**config.mk**
```make
export PLATFORM = sky130hd
export DESIGN_NAME = strobe_decoder
export DESIGN_NICKNAME = d
export VERILOG_FILES = /design/src/rtl/strobe_decoder.sv
export SDC_FILE = /design/constraint.sdc
export NUM_CORES = 1
export LEC_CHECK = 0
export ABC_AREA = 1
export CELL_PAD_IN_SITES_DETAIL_PLACEMENT = 2
export CELL_PAD_IN_SITES_GLOBAL_PLACEMENT = 2
export CORE_UTILIZATION = 26
export DETAILED_ROUTE_END_ITERATION = 10
export HOLD_SLACK_MARGIN = 0.02
export PLACE_DENSITY = 0.77
export SETUP_SLACK_MARGIN = 0.4
export SYNTH_ARGS = -nofsm -noshare
export SYNTH_HDL_FRONTEND = slang
export SYNTH_SLANG_ARGS = --single-unit
```
**constraint.sdc**
```tcl
create_clock -name clk -period 1.53 [get_ports clk]
set_clock_uncertainty 0.05 [all_clocks]
set_input_delay 0.306 -clock clk [delete_from_list [all_inputs] [get_ports clk]]
set_output_delay 0.306 -clock clk [all_outputs]
set_load 0.005 [all_outputs]
```
**src/rtl/strobe_decoder.sv**
```systemverilog
// strobe_decoder: registered binary-to-one-hot decoder with a valid/ready
// input handshake. Each accepted code is driven as a one-hot strobe for HOLD
// cycles and is then followed by a GAP-cycle quiet period.
//
// Optional feature macro: STROBE_DECODER_PARITY_EN
//   When defined, adds an even-parity input (in_parity) and a one-cycle error
//   pulse (err). A code with bad parity completes the handshake but is not
//   strobed.
//
// state | meaning
// ------+-----------------------------------------------------------
// IDLE  | waiting for a code; in_ready high when enabled
// DRIVE | one-hot strobe asserted; counter counts remaining hold cycles
// GAP   | forced quiet period; counter counts remaining gap cycles

module strobe_decoder #(
  parameter int IN_SIZE = 4,
  parameter int HOLD    = 2,
  parameter int GAP     = 1
) (
  input  logic                      clk,
  input  logic                      rst,
  input  logic                      enable,
  input  logic                      in_valid,
  output logic                      in_ready,
  input  logic [IN_SIZE-1:0]        in,
`ifdef STROBE_DECODER_PARITY_EN
  input  logic                      in_parity,
  output logic                      err,
`endif
  output logic [(1<<IN_SIZE)-1:0]   out,
  output logic                      out_valid,
  output logic                      busy
);

  localparam int OUT_SIZE = 1 << IN_SIZE;

  // The counter holds "cycles remaining minus one", so a zero count means the
  // current cycle is the last one of the strobe or gap.
  localparam logic [7:0] HOLD_LOAD = 8'(HOLD - 1);
  localparam logic [7:0] GAP_LOAD  = 8'(GAP - 1);
  localparam logic [OUT_SIZE-1:0] ONE = {{(OUT_SIZE-1){1'b0}}, 1'b1};

  typedef enum logic [1:0] {
    IDLE  = 2'd0,
    DRIVE = 2'd1,
    GAP_S = 2'd2
  } state_t;

  state_t     state;
  logic [7:0] count;

  // Ready depends only on state, enable and reset, never on in_valid.
  assign in_ready = (state == IDLE) && enable && !rst;

  // Single-process FSM; all outputs are registered alongside the state.
  always_ff @(posedge clk) begin
    if (rst) begin
      state     <= IDLE;
      count     <= 8'd0;
      out       <= '0;
      out_valid <= 1'b0;
      busy      <= 1'b0;
`ifdef STROBE_DECODER_PARITY_EN
      err       <= 1'b0;
`endif
    end else begin
`ifdef STROBE_DECODER_PARITY_EN
      err <= 1'b0;
`endif
      case (state)
        IDLE: begin
          if (in_valid && enable) begin
`ifdef STROBE_DECODER_PARITY_EN
            if (in_parity != ^in) begin
              // Bad code: handshake completes, nothing is strobed.
              err <= 1'b1;
            end else begin
              state     <= DRIVE;
              out       <= ONE << in;
              out_valid <= 1'b1;
              busy      <= 1'b1;
              count     <= HOLD_LOAD;
            end
`else
            state     <= DRIVE;
            out       <= ONE << in;
            out_valid <= 1'b1;
            busy      <= 1'b1;
            count     <= HOLD_LOAD;
`endif
          end
        end

        DRIVE: begin
          if (!enable) begin
            state     <= IDLE;
            out       <= '0;
            out_valid <= 1'b0;
            busy      <= 1'b0;
            count     <= 8'd0;
          end else if (count != 8'd0) begin
            count <= count - 8'd1;
          end else if (GAP > 0) begin
            state     <= GAP_S;
            out       <= '0;
            out_valid <= 1'b0;
            count     <= GAP_LOAD;
          end else begin
            state     <= IDLE;
            out       <= '0;
            out_valid <= 1'b0;
            busy      <= 1'b0;
            count     <= 8'd0;
          end
        end

        GAP_S: begin
          if (!enable || count == 8'd0) begin
            state <= IDLE;
            busy  <= 1'b0;
            count <= 8'd0;
          end else begin
            count <= count - 8'd1;
          end
        end

        default: begin
          state     <= IDLE;
          out       <= '0;
          out_valid <= 1'b0;
          busy      <= 1'b0;
          count     <= 8'd0;
        end
      endcase
    end
  end

endmodule
```
== Word level (Yosys, flattened, before mapping) ==
Cells that the tools add are included.

* Output and inout port bits: 19
* Flip-flop bits (word level): 28
* Logic and storage cells: 47
* Input port bits: 8

* Muxes and demuxes: 21
* Bitwise operators: 1
* Reduce and logical (&&, ||, !) cells: 12
* Shift-type cells: 1
* Equality and inequality tests: 6
* Add/subtract/negate cells: 1

{| class="wikitable"
|+ Operators with widths
! kind !! count
|-
| two-way mux 16 bit || 3
|-
| case mux 16 bit (3 select lines) || 1
|-
| two-way mux 8 bit || 4
|-
| case mux 8 bit (3 select lines) || 1
|-
| << shifter 1 x 4 -> 16 bit, first input constant || 1
|-
| AND reduction 3 bit || 3
|-
| zero test 8 bit || 1
|-
| two-way mux 2 bit || 4
|-
| nonzero test 8 bit || 1
|-
| subtractor 8 x 1 -> 8 bit, second input constant || 1
|-
| case mux 1 bit (3 select lines) || 2
|-
| case mux 2 bit (3 select lines) || 1
|-
| two-way mux 1 bit || 5
|-
| inequality test 2 bit, second input constant || 2
|-
| logical AND 1 bit || 3
|-
| inequality test 3 bit, second input constant || 1
|-
| == test 2 x 1 -> 1 bit, second input constant || 1
|-
| == test 2 bit, second input constant || 1
|-
| zero test 1 bit || 2
|-
| zero test 2 bit || 1
|-
| inequality test 2 x 1 -> 1 bit, second input constant || 1
|-
| logical OR 1 bit || 1
|-
| NOT 1 bit || 1
|}

== Depth between registers and ports, before layout ==
Gate-level depths: netlist (run 1).

* Depth in word-level cells: 4
* Mapped depth: 9
* Gate-level depth less buffers: 9

== Worst setup path before layout (run 1) ==
OpenSTA, ideal clock, no wires.

* Path type: register -> register
* Start point: register count[0]
* End point: register out[0]
* Buffers on the path: 1
* Cell stages (with the launch flop): 9
* Arrival: 1.233 ns
* Slack: 0.107 ns
* Period minus slack after synthesis: 1.423 ns
* Required time: 1.340 ns
* Library setup time: 0.140 ns
* Path through: dfxtp_1 > inv_1 > ha_1 > nand3_1 > o21ai_4 > nand2_4 > buf_12 > nand2_2 > a21oi_2

* Longest elaborated chain between the ends: 3

{| class="wikitable"
|+ RTL lines
! item !! line !! source
|-
| start, declared || 51 || <nowiki>logic [7:0] count;</nowiki>
|-
| start signal, assigned || 103 || <nowiki>count <= count - 8'd1;</nowiki>
|-
| start signal, assigned || 124 || <nowiki>count <= count - 8'd1;</nowiki>
|-
| nonzero test 8 bit || 102 || <nowiki>end else if (count != 8'd0) begin</nowiki>
|-
| inequality test 3 bit (no source line) || - ||
|-
| AND reduction 3 bit (no source line) || - ||
|-
| end signal, assigned || 87 || <nowiki>out <= ONE << in;</nowiki>
|-
| end, declared || 31 || <nowiki>output logic [(1<<IN_SIZE)-1:0] out,</nowiki>
|}

Every way passes these cells.
A chain may end at the register's enable or synchronous reset.

== Worst setup path in the final report (run 1) ==
* Start point: register count[1]
* End point: register out[15]

Same word-level chain as after synthesis.

==> results.sh, run 1 <==
export IMPL_grt_ovfl_total=0
export IMPL_die_area_sq_um=5660
export IMPL_final_setup_tns_ps=0
export IMPL_vdd_drop_max_mv=0.413
export IMPL_post_route_drc_count=0
export IMPL_post_layout_nets=266
export IMPL_synth_edff_count=0
export IMPL_number_of_storage_elements_in_the_synthesis_netlist=28
export IMPL_cts_tree="yes"
export IMPL_synthSimpleGateAreaFrac=0.347
export IMPL_cts_num_sinks=28
export IMPL_max_clock_freq_mhz=680
export IMPL_grt_first_pass_wirelength_um=8150
export IMPL_synth_main_ff_cell="sky130_fd_sc_hd__dfxtp_1"
export IMPL_drive_above_1_share=0.626
export IMPL_ctsRootBufferMaster="sky130_fd_sc_hd__clkbuf_8"
export IMPL_max_slew_margin=0.771
export IMPL_yosys_area_share_adder=0.0179
export IMPL_period_utilisation_layout=0.961
export IMPL_core_region_area_sq_um=5140
export IMPL_synth_warnings=0
export IMPL_outcome="finished, final reports clean"
export IMPL_startpoint_type="flip-flop"
export IMPL_flow_area_growth_from_synthesis_pct=72.6
export IMPL_post_syn_area_sq_um=1400
export IMPL_synth_mux_area_frac=0
export IMPL_grt_usage=0.202
export IMPL_cp_arrival_ps=1570
export IMPL_chipWidth_um=75.3
export IMPL_wl_per_cell_um=17.7
export IMPL_max_cap_violations=0
export IMPL_yosysUniqueCellTypes=24
export IMPL_worst_pin_slew_ps=342
export IMPL_tritoncts_num_buffers=3
export IMPL_synth_area_leaders="sky130_fd_sc_hd__dfxtp_1 (40%), sky130_fd_sc_hd__nand2_1 (9.4%), sky130_fd_sc_hd__nor2_1 (7.3%), sky130_fd_sc_hd__a21oi_2 (6.3%), sky130_fd_sc_hd__nand2_2 (5.8%)"
export IMPL_largest_net_degree_at_the_start_of_global_routing=22
export IMPL_critical_path_most_common_cell="sky130_fd_sc_hd__buf_12"
export IMPL_cellPowerDensity_nw_per_um2=1010
export IMPL_cp_required_ps=1630
export IMPL_placement_row_count=26
export IMPL_cell_area_after_layout_sq_um=2410
export IMPL_final_max_slew_violation_count=0
export IMPL_finalCriticalPeriod_ps=1470
export IMPL_cp_end_kind="flip-flop"
export IMPL_initial_core_util=0.271
export IMPL_worstSkewPairLatency_ps=280
export IMPL_routed_wl_um=5740
export IMPL_clkSlewWorstSetupHoldPaths_ps=90
export IMPL_delay_of_the_slowest_cell_on_the_worst_path_ps=340
export IMPL_synth_compound_gate_area_share=0.132
export IMPL_leakage_nw=1.06
export IMPL_finalSetupViolations=0
export IMPL_crit_slowest_cell="sky130_fd_sc_hd__dfxtp_2"
export IMPL_synthesis_area_per_instance_sq_um=7.50
export IMPL_synth_async_reset_ratio=0
export IMPL_num_io_pins=27
export IMPL_place_hpwl_um=2770
export IMPL_grt_setup_unrepaired="yes"
export IMPL_io_buffer_count=26
export IMPL_synth_top_area_cell="sky130_fd_sc_hd__dfxtp_1"
export IMPL_postSynthNetCount=196
export IMPL_vias=1508
export IMPL_clk_path_buf_depth=2
export IMPL_final_critical_path_setup_slack_ps=60.3
export IMPL_crit_path_cell_trace="inv_2 -> ha_4 -> nand3_4 -> o21ai_4 -> buf_12 -> buf_12 -> nand2_8 -> nand2_2 -> a21oi_1"
export IMPL_die_y_um=75.3
export IMPL_finalCoreUtilization=0.469
export IMPL_htree_num_levels=1
export IMPL_first_iter_violations=49
export IMPL_via_count_of_the_first_global_routing_pass=1591
export IMPL_placed_area_sq_um=1840
export IMPL_hp_class="flip-flop to flip-flop"
export IMPL_detailedRoute_firstPassIterationCount=4
export IMPL_postSynthCellCount=186
export IMPL_gpl_final_weighted_congestion=0.698
export IMPL_yosys_area_share_xor_xnor=0.0188
export IMPL_timing_setup_critical_path_class="flip-flop to flip-flop"
export IMPL_post_synth_top_area_fraction=0.402
export IMPL_antenna_found_initial=0
export IMPL_num_antenna_cells=0
export IMPL_main_combinational_cell_family_by_area_after_synthesis="simple AND/OR/NAND/NOR gates"
export IMPL_worst_path_max_fanout=6
export IMPL_hold_violations=0
export IMPL_synth_yosys_seq_area_share=0.402
export IMPL_total_power_w=0.00243
export IMPL_post_drt_via_cell_ratio=4.65
export IMPL_detailedPlace_worstSlack_ps=-438
export IMPL_final_antenna_net_count=0
export IMPL_cts_hold_buf=0
## layer usage
metal  part of all wire  global-route usage  routed length, um  vias up
met1               0.40               0.223               2300      746
met4              0.011              0.0370                 63        0
met3              0.021              0.0361                121        4
li1                   -                   -                  -      731
met5                  0                   0                  0        -
met2               0.57               0.402               3250       27
## synth_stat cells (2+ instances only)
cell and count:
sky130_fd_sc_hd__nand4_1 5, sky130_fd_sc_hd__nor2_2 2, sky130_fd_sc_hd__o21ai_0 4, sky130_fd_sc_hd__a21oi_1 11, sky130_fd_sc_hd__nand2_2 13, sky130_fd_sc_hd__a21oi_2 10, sky130_fd_sc_hd__nor3_1 2, sky130_fd_sc_hd__nand2_4 2
sky130_fd_sc_hd__ha_1 2, sky130_fd_sc_hd__inv_2 3, sky130_fd_sc_hd__nand3_1 12, sky130_fd_sc_hd__dfxtp_1 28, sky130_fd_sc_hd__nor2_4 3, sky130_fd_sc_hd__inv_1 17, sky130_fd_sc_hd__nor2_1 27, sky130_fd_sc_hd__nand2_1 35
sky130_fd_sc_hd__xor2_1 3
## path summary, 6_finish.rpt
path                  end  cells after the start     start  slack (ps)
hold reg to reg    out[9]                      2    out[9]         410
setup reg to reg  out[15]                      9  count[1]          60
hold / removal     out[9]                      2    out[9]         410
setup / recovery  out[15]                      9  count[1]          60
## area by class of cell
class	instances	area (sq um)
Fill cell	573	2730
Multi-Input combinational cell	135	985
Timing Repair Buffer	68	614
Sequential cell	28	593
Inverter	20	87.6
Tap cell	70	87.6
Clock buffer	3	41.3
## placed cells by master (no fill, tap or decap), types with 2 or more instances in the layout
| master | n |
|---|---|
| sky130_fd_sc_hd__a21oi_1 | 4 |
| sky130_fd_sc_hd__a21oi_2 | 17 |
| sky130_fd_sc_hd__buf_12 | 5 |
| sky130_fd_sc_hd__buf_2 | 18 |
| sky130_fd_sc_hd__buf_4 | 29 |
| sky130_fd_sc_hd__buf_6 | 7 |
| sky130_fd_sc_hd__clkbuf_8 | 3 |
| sky130_fd_sc_hd__clkdlybuf4s50_1 | 5 |
| sky130_fd_sc_hd__dfxtp_1 | 4 |
| sky130_fd_sc_hd__dfxtp_2 | 23 |
| sky130_fd_sc_hd__dlygate4sd2_1 | 2 |
| sky130_fd_sc_hd__inv_1 | 13 |
| sky130_fd_sc_hd__inv_2 | 4 |
| sky130_fd_sc_hd__inv_6 | 2 |
| sky130_fd_sc_hd__nand2_1 | 23 |
| sky130_fd_sc_hd__nand2_2 | 15 |
| sky130_fd_sc_hd__nand2_4 | 10 |
| sky130_fd_sc_hd__nand2_8 | 4 |
| sky130_fd_sc_hd__nand3_1 | 9 |
| sky130_fd_sc_hd__nand3_4 | 3 |
| sky130_fd_sc_hd__nand4_1 | 5 |
| sky130_fd_sc_hd__nor2_1 | 22 |
| sky130_fd_sc_hd__nor2_2 | 2 |
| sky130_fd_sc_hd__nor2_4 | 8 |
| sky130_fd_sc_hd__nor3_2 | 2 |
| sky130_fd_sc_hd__o21ai_0 | 2 |
| sky130_fd_sc_hd__o21ai_1 | 2 |
| sky130_fd_sc_hd__xor2_1 | 3 |
## cell families (layout without fill, tap and decap cells)
logic type	count (synthesis)	after routing
AOI/OAI and AO/OA	27	27
xor gates and xnor gates	3	3
adders and majority gates	2	2
buffers and inverters	25	91
DFF	28	28
and+or+nand+nor	101	103
## registers in the layout, indices dropped and copies added (netlist names)
name,flops
count,8
out_valid,1
out,16
busy,1
state,2
## metrics by stage
step,std cells,hold slack [ps]
floorplan,186,398
global placement,289,392
detailed placement,289,402
CTS,320,406
global route,324,422
finish,324,409
## where the power goes
group,internal (W),leakage [nW],switching (W)
sequential,0.000795,0.239,0.0000616
clock,0.000177,0.0216,0.000236
combinational,0.000500,0.801,0.000663
total,0.00147,1.06,0.000961
## worst max-delay path, delay by kind of cell (launching register included)
family	cells	cell delay (ps)
simple gates	3	210
flops	1	340
buf+inv	3	370
compound gates	2	220
fa+ha+maj	1	150
## repair_timing
action / 4_1_cts / 5_1_grt
hold endpoints to repair: 0 / 0
buffers inserted: 24 / 4
cloned: 4 / 0
pin swaps: 22 / 17
setup endpoints to repair: 47 / 30
resized for setup: 135 / 34
Power figures use the tool's default switching activity.
==> inputs of run 2 (changes only) <==
CORE_UTILIZATION = 31   (was 26)
PLACE_DENSITY = 0.86   (was 0.77)
clock period = 1.8 ns   (was 1.53 ns; I/O delays follow)
==> run 2 against run 1 <==
Final cell count fell by 7.7%; clock power fell by 9.0%; worst setup slack gained 210 ps; total power fell by 11%; register-to-register slack better by 210 ps; critical path depth is 5 lower; wire length up 21%; first-iteration DRC count decreased by 18%; global-route usage rose by 1.6 points; cell area is 3.0% lower; via count grew 2.7%; clock-buffer cell count stayed put; critical path type is now flip-flop to primary output.
==> results.sh, run 2 (synthesis results as in run 1) <==
export IMPL_wl_per_cell_um=23.3
export IMPL_hp_class="flip-flop to flip-flop"
export IMPL_tritoncts_num_buffers=3
export IMPL_final_common_cell="sky130_fd_sc_hd__nand2_1"
export IMPL_vdd_drop_max_mv=0.388
export IMPL_die_area_sq_um=4770
export IMPL_routed_wl_um=6960
export IMPL_max_clock_freq_mhz=654
export IMPL_detailedRoute_firstPassIterationCount=4
export IMPL_via_count_of_the_first_global_routing_pass=1614
export IMPL_initial_core_util=0.320
export IMPL_hold_violations=0
export IMPL_placed_area_sq_um=1780
export IMPL_max_slew_margin=0.775
export IMPL_max_cap_violations=0
export IMPL_post_drt_via_cell_ratio=5.18
export IMPL_cp_arrival_ps=1120
export IMPL_largest_net_degree_at_the_start_of_global_routing=22
export IMPL_leakage_nw=1.04
export IMPL_final_max_slew_violation_count=0
export IMPL_cell_area_after_layout_sq_um=2340
export IMPL_crit_path_cell_trace="nor2_4 -> inv_2 -> nor3_2 -> buf_2"
export IMPL_dp_cells=270
export IMPL_grt_first_pass_wirelength_um=8150
export IMPL_flow_area_growth_from_synthesis_pct=67.5
export IMPL_period_utilisation_layout=0.849
export IMPL_grt_ovfl_total=0
export IMPL_antenna_found_initial=0
export IMPL_cellPowerDensity_nw_per_um2=922
export IMPL_cts_hold_buf=0
export IMPL_outcome="finished, final reports clean"
export IMPL_finalCriticalPeriod_ps=1530
export IMPL_cp_required_ps=1390
export IMPL_finalSetupViolations=0
export IMPL_largest_register_ffs=16
export IMPL_drive_above_1_share=0.551
export IMPL_clk_path_buf_depth=2
export IMPL_worstHoldStart="out[0]"
export IMPL_io_buffer_count=26
export IMPL_instances_no_fill=299
export IMPL_post_layout_nets=259
export IMPL_reg_top3="out x16, count x8, state x2"
export IMPL_worst_setup_path_startpoint="state[0]"
export IMPL_clkSlewWorstSetupHoldPaths_ps=100
export IMPL_num_antenna_cells=0
export IMPL_chipWidth_um=69.1
export IMPL_worst_path_max_fanout=2
export IMPL_timing_setup_critical_path_class="flip-flop to primary output"
export IMPL_num_io_pins=27
export IMPL_gpl_final_weighted_congestion=0.778
export IMPL_grt_usage=0.218
export IMPL_cp_end_kind="primary output"
export IMPL_delay_of_the_slowest_cell_on_the_worst_path_ps=370
export IMPL_core_region_area_sq_um=4350
export IMPL_grt_setup_unrepaired="yes"
export IMPL_placement_row_count=24
export IMPL_final_antenna_net_count=0
export IMPL_die_y_um=69.1
export IMPL_layout_cells_most_common_list="sky130_fd_sc_hd__nand2_1 (28), sky130_fd_sc_hd__buf_4 (25), sky130_fd_sc_hd__dfxtp_2 (22), sky130_fd_sc_hd__dlygate4sd2_1 (20), sky130_fd_sc_hd__nand2_2 (16)"
export IMPL_startpoint_type="flip-flop"
export IMPL_htree_num_levels=1
export IMPL_post_route_drc_count=0
export IMPL_cts_tree="yes"
export IMPL_final_layout_fill_cell_count=460
export IMPL_worstSkewPairLatency_ps=290
export IMPL_regMostFlops="out"
export IMPL_crit_slowest_cell="sky130_fd_sc_hd__dfxtp_4"
export IMPL_place_hpwl_um=2930
export IMPL_worst_pin_slew_ps=338
export IMPL_vias=1548
export IMPL_first_iter_violations=40
export IMPL_ctsRootBufferMaster="sky130_fd_sc_hd__clkbuf_8"
export IMPL_cts_num_sinks=28
export IMPL_r2r_start="count[1]"
run 2: per-stage QoR:
step,setup slack (ps),total power (W),hold WS [ps],TNS [ps],utilization
5_1_grt,192,0.00224,437,0,0.537
4_1_cts,272,0.00177,419,0,0.470
3_5_place_dp,-306,0.00129,411,-1670,0.408
6_report,272,0.00215,417,0,0.537
2_1_floorplan,407,0.00110,406,0,-
3_3_place_gp,-180,0.00126,399,-183,0.408
run 2: power by group:
part           switching [W]  internal, W
clock network       0.000225     0.000152
registers          0.0000577     0.000675
logic               0.000619     0.000427
run 2: area by class of cell:
| class | count | area (sq um) | area share |
|---|---|---|---|
| Multi-Input combinational cell | 135 | 962 | 0.412 |
| Timing Repair Buffer | 61 | 594 | 0.254 |
| Sequential cell | 28 | 592 | 0.253 |
| Inverter | 20 | 82.6 | 0.0353 |
| Tap cell | 52 | 65.1 | 0.0278 |
| Clock buffer | 3 | 41.3 | 0.0177 |
run 2: path summary, 6_finish.rpt:
kind	depth (start not counted)	to	slack, ps
worst min register to register	2	out[0]	420
worst min-delay path	2	out[0]	420
worst max-delay path	4	in_ready	270
worst max register to register	8	count[2]	270
run 2: per-layer routing:
metal	share of wire	track usage
met3	0.032	0.0234
met4	0.057	0.0612
met2	0.51	0.437
met5	0	0
met1	0.40	0.236
run 2: what timing repair did:
action,4_1_cts,5_1_grt
hold endpoints to repair,0,0
pin swaps,14,22
setup buffers,13,9
endpoints found under the setup margin,47,28
gates cloned,2,2
resized for setup,64,54
run 2: worst max-delay path: cells and delay by family, from the launching register on:
kind / cells / cell delay, ps
AND/OR/NAND/NOR: 2 / 250
buffers and inverters: 2 / 200
flip-flops: 1 / 370
